===== config.mk =====
export PLATFORM = sky130hd
export DESIGN_NAME = alu_flat
export DESIGN_NICKNAME = d
export VERILOG_FILES = /design/src/rtl/alu_if.sv /design/src/rtl/alu.sv /design/src/flat_wrapper.sv
export SDC_FILE = /design/constraint.sdc
export NUM_CORES = 2
export LEC_CHECK = 0
export ABC_AREA = 0
export BUFFER_PORTS_ARGS = -buffer_cell sky130_fd_sc_hd__buf_2
export CAP_MARGIN = 20
export CORE_ASPECT_RATIO = 1.1
export CORE_MARGIN = 1.5
export CORE_UTILIZATION = 33
export DETAILED_ROUTE_END_ITERATION = 10
export MAX_ROUTING_LAYER = met4
export PLACE_DENSITY_LB_ADDON = 0.15
export SLEW_MARGIN = 20
export SYNTH_ARGS = -nofsm -noshare
export SYNTH_HDL_FRONTEND = slang
export SYNTH_SLANG_ARGS = --single-unit

===== constraint.sdc =====
create_clock -name CLK -period 1.5 [get_ports CLK]
set_clock_uncertainty 0.1 [all_clocks]
set_input_delay 0.15 -clock CLK [delete_from_list [all_inputs] [get_ports CLK]]
set_output_delay 0.15 -clock CLK [all_outputs]
set_load 0.05 [all_outputs]

===== src/rtl/alu_if.sv =====
// Operand/result bundle between the register-file read ports, the ALU and
// the write-back/branch logic.
interface alu_if #(
    parameter int unsigned DATA_WIDTH = 32,
    parameter int unsigned OPRN_WIDTH = 6
);
    logic [DATA_WIDTH-1:0] OP1;
    logic [DATA_WIDTH-1:0] OP2;
    logic [OPRN_WIDTH-1:0] OPRN;
    logic [DATA_WIDTH-1:0] OUT;
    logic                  ZERO;

    modport master (
        output OP1,
        output OP2,
        output OPRN,
        input  OUT,
        input  ZERO
    );

    modport slave (
        input  OP1,
        input  OP2,
        input  OPRN,
        output OUT,
        output ZERO
    );
endinterface


===== src/rtl/alu.sv =====
// Registered unsigned ALU: nine operations selected by OPRN, result and zero
// flag captured together on the rising edge of CLK.
module alu #(
    parameter int unsigned DATA_WIDTH = 32,
    parameter int unsigned OPRN_WIDTH = 6
) (
    input  logic  CLK,
    input  logic  RST,
    alu_if.slave  bus
);
    localparam logic [OPRN_WIDTH-1:0] OP_ADD = OPRN_WIDTH'(1);
    localparam logic [OPRN_WIDTH-1:0] OP_SUB = OPRN_WIDTH'(2);
    localparam logic [OPRN_WIDTH-1:0] OP_MUL = OPRN_WIDTH'(3);
    localparam logic [OPRN_WIDTH-1:0] OP_SRL = OPRN_WIDTH'(4);
    localparam logic [OPRN_WIDTH-1:0] OP_SLL = OPRN_WIDTH'(5);
    localparam logic [OPRN_WIDTH-1:0] OP_AND = OPRN_WIDTH'(6);
    localparam logic [OPRN_WIDTH-1:0] OP_OR  = OPRN_WIDTH'(7);
    localparam logic [OPRN_WIDTH-1:0] OP_NOR = OPRN_WIDTH'(8);
    localparam logic [OPRN_WIDTH-1:0] OP_SLT = OPRN_WIDTH'(9);

    logic [DATA_WIDTH-1:0] w_result;
    logic                  w_zero;
    logic [DATA_WIDTH-1:0] r_out;
    logic                  r_zero;

    // Shifts use the full-width OP2; amounts >= DATA_WIDTH zero-fill entirely.
    always_comb begin
        w_result = '0;
        case (bus.OPRN)
            OP_ADD:  w_result = bus.OP1 + bus.OP2;
            OP_SUB:  w_result = bus.OP1 - bus.OP2;
            OP_MUL:  w_result = bus.OP1 * bus.OP2;
            OP_SRL:  w_result = bus.OP1 >> bus.OP2;
            OP_SLL:  w_result = bus.OP1 << bus.OP2;
            OP_AND:  w_result = bus.OP1 & bus.OP2;
            OP_OR:   w_result = bus.OP1 | bus.OP2;
            OP_NOR:  w_result = ~(bus.OP1 | bus.OP2);
            OP_SLT:  w_result = {{(DATA_WIDTH-1){1'b0}}, (bus.OP1 < bus.OP2)};
            default: w_result = '0;
        endcase
    end

    assign w_zero = (w_result == '0);

    always_ff @(posedge CLK or negedge RST) begin
        if (!RST) begin
            r_out  <= '0;
            r_zero <= 1'b1;
        end else begin
            r_out  <= w_result;
            r_zero <= w_zero;
        end
    end

    assign bus.OUT  = r_out;
    assign bus.ZERO = r_zero;
endmodule


===== src/flat_wrapper.sv =====
// flat-port wrapper written by rule: the top's interface ports become plain ports
module alu_flat 
#(
    parameter int unsigned DATA_WIDTH = 32,
    parameter int unsigned OPRN_WIDTH = 6
)
  (CLK, RST, bus_OP1, bus_OP2, bus_OPRN, bus_OUT, bus_ZERO);
  alu_if #(.DATA_WIDTH(DATA_WIDTH), .OPRN_WIDTH(OPRN_WIDTH)) bus_i ();
  input  logic CLK;
  input  logic RST;
  input wire logic [$bits(bus_i.OP1)-1:0] bus_OP1;
  input wire logic [$bits(bus_i.OP2)-1:0] bus_OP2;
  input wire logic [$bits(bus_i.OPRN)-1:0] bus_OPRN;
  output wire logic [$bits(bus_i.OUT)-1:0] bus_OUT;
  output wire logic [$bits(bus_i.ZERO)-1:0] bus_ZERO;
  assign bus_i.OP1 = bus_OP1;
  assign bus_i.OP2 = bus_OP2;
  assign bus_i.OPRN = bus_OPRN;
  assign bus_OUT = bus_i.OUT;
  assign bus_ZERO = bus_i.ZERO;
  alu #(.DATA_WIDTH(DATA_WIDTH), .OPRN_WIDTH(OPRN_WIDTH)) u_core (.CLK(CLK), .RST(RST), .bus(bus_i));
endmodule

# [Word-level counts from Yosys, hierarchy flattened]
# Cells that the tools add are included.
[word_totals] register_bits=33 latchBits=0 ramBits=0 mem_bits_ro=0 output_inout_bits=33 wordCells=22 n_memories=0
[op_classes] n_addsub=2 multipliers=1 div=0 order_cmp=1 eq_ne=9 n_shift=2 mux=1 bitwise=3 n_reduce_logical=1
[ops] op="$pmux W32 S9" n=1
[ops] op="$add A32 B32 Y32" n=1
[ops] op="$and A32 B32 Y32" n=1
[ops] op="$logic_not A32 Y1" n=1
[ops] op="$lt A32 B32 Y1" n=1
[ops] op="$mul A32 B32 Y32" n=1
[ops] op="$not A32 Y32" n=1
[ops] op="$or A32 B32 Y32" n=1
[ops] op="$shl A32 B32 Y32" n=1
[ops] op="$shr A32 B32 Y32" n=1
[ops] op="$sub A32 B32 Y32" n=1
[ops] op="$eq A6 B3 Y1 const B" n=4
[ops] op="$eq A6 B2 Y1 const B" n=2
[ops] op="$eq A6 B4 Y1 const B" n=2
[ops] op="$eq A6 B1 Y1 const B" n=1

# [Depth between registers and ports, before layout]
[logic_depth] depth_word=4 depth_mapped=33

# [Worst setup path after synthesis]
# No wires, ideal clock.
[synth_timing] path_kind="input -> register" startpoint="in bus_OP2[2]" endpoint="reg u_core.r_zero (netlist: u_core.bus.ZERO)" t_arrival_ns=9.143 t_required_ns=1.310 setup_slack_ns=-7.833 path_stages=32 path_buffers=6 cell_sequence="inv_1 > clkbuf_1 > clkbuf_1 > clkbuf_1 > buf_1 > buf_1 > clkbuf_1 > nor2_1 > fa_1 > inv_1 > fa_1 > fa_1 > fa_1 > inv_1 > fa_1 > inv_1 > fa_1 > inv_1 > fa_1 > fa_1 > ha_1 > a21o_1 > a21oi_1 > nor2b_1 > a211oi_1 > o21bai_1 > mux2i_1 > or4_1 > or4_1 > nor4_1 > nand2_1 > nor4_2"
[synth_between] elab_cells_between_ends=11 cone_classes="add/sub (2); mul (1); order compare (1); shift (2); mux (1); bitwise (3); reduce/logical (1)"
[synth_lines] item="from (decl)" line_no="flat_wrapper.sv:12" source="input wire logic [$bits(bus_i.OP2)-1:0] bus_OP2;"
[synth_lines] item="$mul A32 B32 Y32 (tied with other cells)" line_no="alu.sv:32" source="OP_MUL: w_result = bus.OP1 * bus.OP2;"
[synth_lines] item="$pmux W32 S9 *" line_no="alu.sv:29" source="case (bus.OPRN)"
[synth_lines] item="named net u_core.w_result[23]" line_no="alu.sv:21" source="logic [DATA_WIDTH-1:0] w_result;"
[synth_lines] item="$logic_not A32 Y1 *" line_no="alu.sv:43" source="assign w_zero = (w_result == '0);"
[synth_lines] item="named net u_core.w_zero" line_no="alu.sv:22" source="logic w_zero;"
[synth_lines] item="to (signal assigned)" line_no="alu.sv:51" source="r_zero <= w_zero;"
[synth_lines] item="to (decl)" line_no="alu.sv:24" source="logic r_zero;"
# Mark *: on every way through the listed nets, which the timed path passes. The rest lies on a longest branch.

# [Worst setup path after layout]
[layout_timing] startpoint="in bus_OP2[6]" endpoint="reg u_core.r_zero (netlist: u_core.bus.ZERO)"
[layout_between] elab_chain_cells=4 elab_cells_between_ends=11 cone_classes="add/sub (2); mul (1); order compare (1); shift (2); mux (1); bitwise (3); reduce/logical (1)"
[layout_rtl] item="branches (longest 2 deep; another with $mul A32 B32 Y32)"
[layout_rtl] item="$pmux W32 S9 *" line_no="alu.sv:29"
[layout_rtl] item="$logic_not A32 Y1 *" line_no="alu.sv:43"
[layout_rtl] item="named net u_core.w_zero" line_no="alu.sv:22"
# Mark *: on every way through the listed nets, which the timed path passes.

==> results.tsv <==
metric	value	unit
finalSetupViolCount	33	
cap_violations	0	
layout_commonest_cell	buf_4	
crit_top_cell	ha_1	
tightest_slew	1.09	ns
final_cell_area	36300	um2
syn_avg_cell_area	8.14	um2
post-route-min-period	7.63	ns
clock_path_buffers	2	
num_vias	27200	
tritoncts	built	
start_kind	input port	
cts_root_buf	clkbuf_16	
drc	0	
synth_top_area_share	0.329	
core-area	74600	um2
crit_type	in -> reg	
synth-edff-count	0	
cts_max_level	2	
via_per_inst	5.56	
dr_wl_met2	64100	um
dieArea	77200	um2
antenna_found_initial	12	
cpPeakStageDelay	0.56	ns
ys.warnings.count	0	
worstSetupStartpoint	bus_OP2[6]	
wl	139000	um
ant_nets	0	
clk_pin_slew	0.06	ns
cp.required	1.63	ns
dr.pass1.iters	6	
critical-path-top-delay-family	adder cells	
crit_fanout	5	
cts.sinks	33	
violations	negative setup slack	
cellLeakagePower	17.4	nW
ios	105	
synth_area_leaders	fa_1 33%, ha_1 11%, inv_1 6.8%, nor2_1 6.3%, nand2_1 5.3%	
synthArstFlopShare	1.00	
mostFrequentLayoutCells	797 x buf_4, 411 x inv_1, 395 x fa_1	
drt_iter0_drc	2298	
numCtsBuffers	5	
highest_layer	met4	
fillers	7308	
dp.cells	4740	
power.density	3000	nW/um2
final_cells	4881	
num_rows	105	
final_layout_size_suffix_gt1_frac	0.366	
wl_met1	55000	um
status	finished, violations left	
ys_seq_area_frac	0.0332	
hpwl	116000	um
grt_setup_unrepaired	yes	
grt_pass1_wl	201000	um
syn-cell-area	24900	um2
post-route-period-util	5.09	
min_path_type	in -> async	
hold_viol	0	
fp.dieH	291	um
endpoint_kind	register	
setup_slack	-6.13	ns
fin_nets	4612	
path_buf_inv	8	
grt_pass1_vias	28900	
die-width	265	um
met3_length	9660	um
gp_congestion	1.02	
ir_drop	0.00860	V
slowest_stage	or4_4	
syn_inst	3061	
syn_nets	3762	
areaGrowthSynthToFinish	45.8	%
synth_cell_type_count	83	
ys_ff_latch	33	
initial_core_util	0.334	
synthFlopType	dfrtp_1	
slew_violations	0	
max_slew_margin	0.274	
routedWlPerCell	28.4	um
max_freq	0.131	GHz
yosys.area.top_type	fa_1	
port_buffers	104	
cp.arrival	7.76	ns
grt_util_all_layers	0.372	
grt_overflow	0	
place_area	32700	um2
grt_max_degree	48	
[sequential cells by signal, indices dropped and copies added (netlist names)]
name,count
u_core.bus.OUT,32
u_core.bus.ZERO,1
[area by class of cell]
class,count,area [um2],share of cell area
antenna,7,17.5,0.000482
timing repair buffer,1039,8800,0.242
sequential,33,827,0.0228
clock buffer,6,139,0.00382
tap,963,1200,0.0332
clock inverter,1,7.51,0.000207
inverter,470,1870,0.0516
multi-input combinational,2362,23500,0.646
[power breakdown]
part | switching, mW | total, mW | internal [mW]
clock | 0.469 | 1.12 | 0.653
sequential | 0.0378 | 1.08 | 1.05
combinational | 55.1 | 107 | 51.6
total | 55.7 | 109 | 53.3
[path summary, 6_finish.rpt]
kind                                                to  depth (start not counted)
max                          u_core.bus.ZERO$_DFF_PN1_                         29
min                        u_core.bus.OUT[2]$_DFF_PN0_                          2
max in group asynchronous    u_core.bus.ZERO$_DFF_PN1_                          3
min in group CLK             u_core.bus.ZERO$_DFF_PN1_                          7
[metrics by stage]
| stage | util | hold slack, ns | total power, mW | setup slack [ns] | setup TNS, ns |
|---|---|---|---|---|---|
| after floorplan | - | -0.246 | 56.6 | -6.30 | -142.92 |
| after global placement | 0.438 | -0.00321 | 85.4 | -6.90 | -162.82 |
| after detailed placement | 0.438 | 0.00931 | 87.2 | -6.99 | -164.27 |
| after CTS | 0.479 | 0.236 | 106 | -6.14 | -143.66 |
| after global routing | 0.487 | 0.260 | 114 | -6.37 | -148.81 |
| final | 0.487 | 0.227 | 109 | -6.13 | -144.35 |
[synth_stat cells, drive strengths merged (11+ instances only)]
library cell  number
a2111oi           15
a211o             11
a211oi            31
a21o              23
a21oi            105
a221o             14
a221oi            33
a31oi             19
and2              17
buf               50
clkbuf           146
clkinv            14
dfrtp             32
fa               410
ha               219
inv              456
mux2              22
mux2i             48
mux4              48
nand2            355
nand2b            21
nand3             42
nor2             418
nor2b             20
nor3              39
nor4              17
o211ai            32
o21a              11
o21ai             76
o21bai            16
o221ai            17
o22ai             11
o31ai             13
or3               20
xnor2             74
xor2              22
[cells by family (layout without fill, tap and decap cells)]
group,count (synthesis),count (layout),synth area share
and+or+nand+nor,1008,1008,0.174
xor gates and xnor gates,96,96,0.0337
AOI/OAI and AO/OA,511,511,0.145
DFF,33,33,0.0332
other,0,7,0
muxes,118,118,0.0729
buffers and inverters,666,1516,0.102
adders and majority gates,629,629,0.439
[timing repair]
item                                    in CTS  in global routing
cloned                                       3                  0
setup buffers                              117                 41
pin swaps                                  144                 69
endpoints found under the setup margin      33                 33
endpoints found under the hold margin       15                  0
hold buffers                                 1                  0
resized for setup                          458                104
[routing by layer]
metal,GRT usage,up-vias
li1,-,11800
met1,0.460,13700
met2,0.586,1313
met3,0.0491,335
met4,0.211,0
met5,-,-
Power figures use the tool's default switching activity.
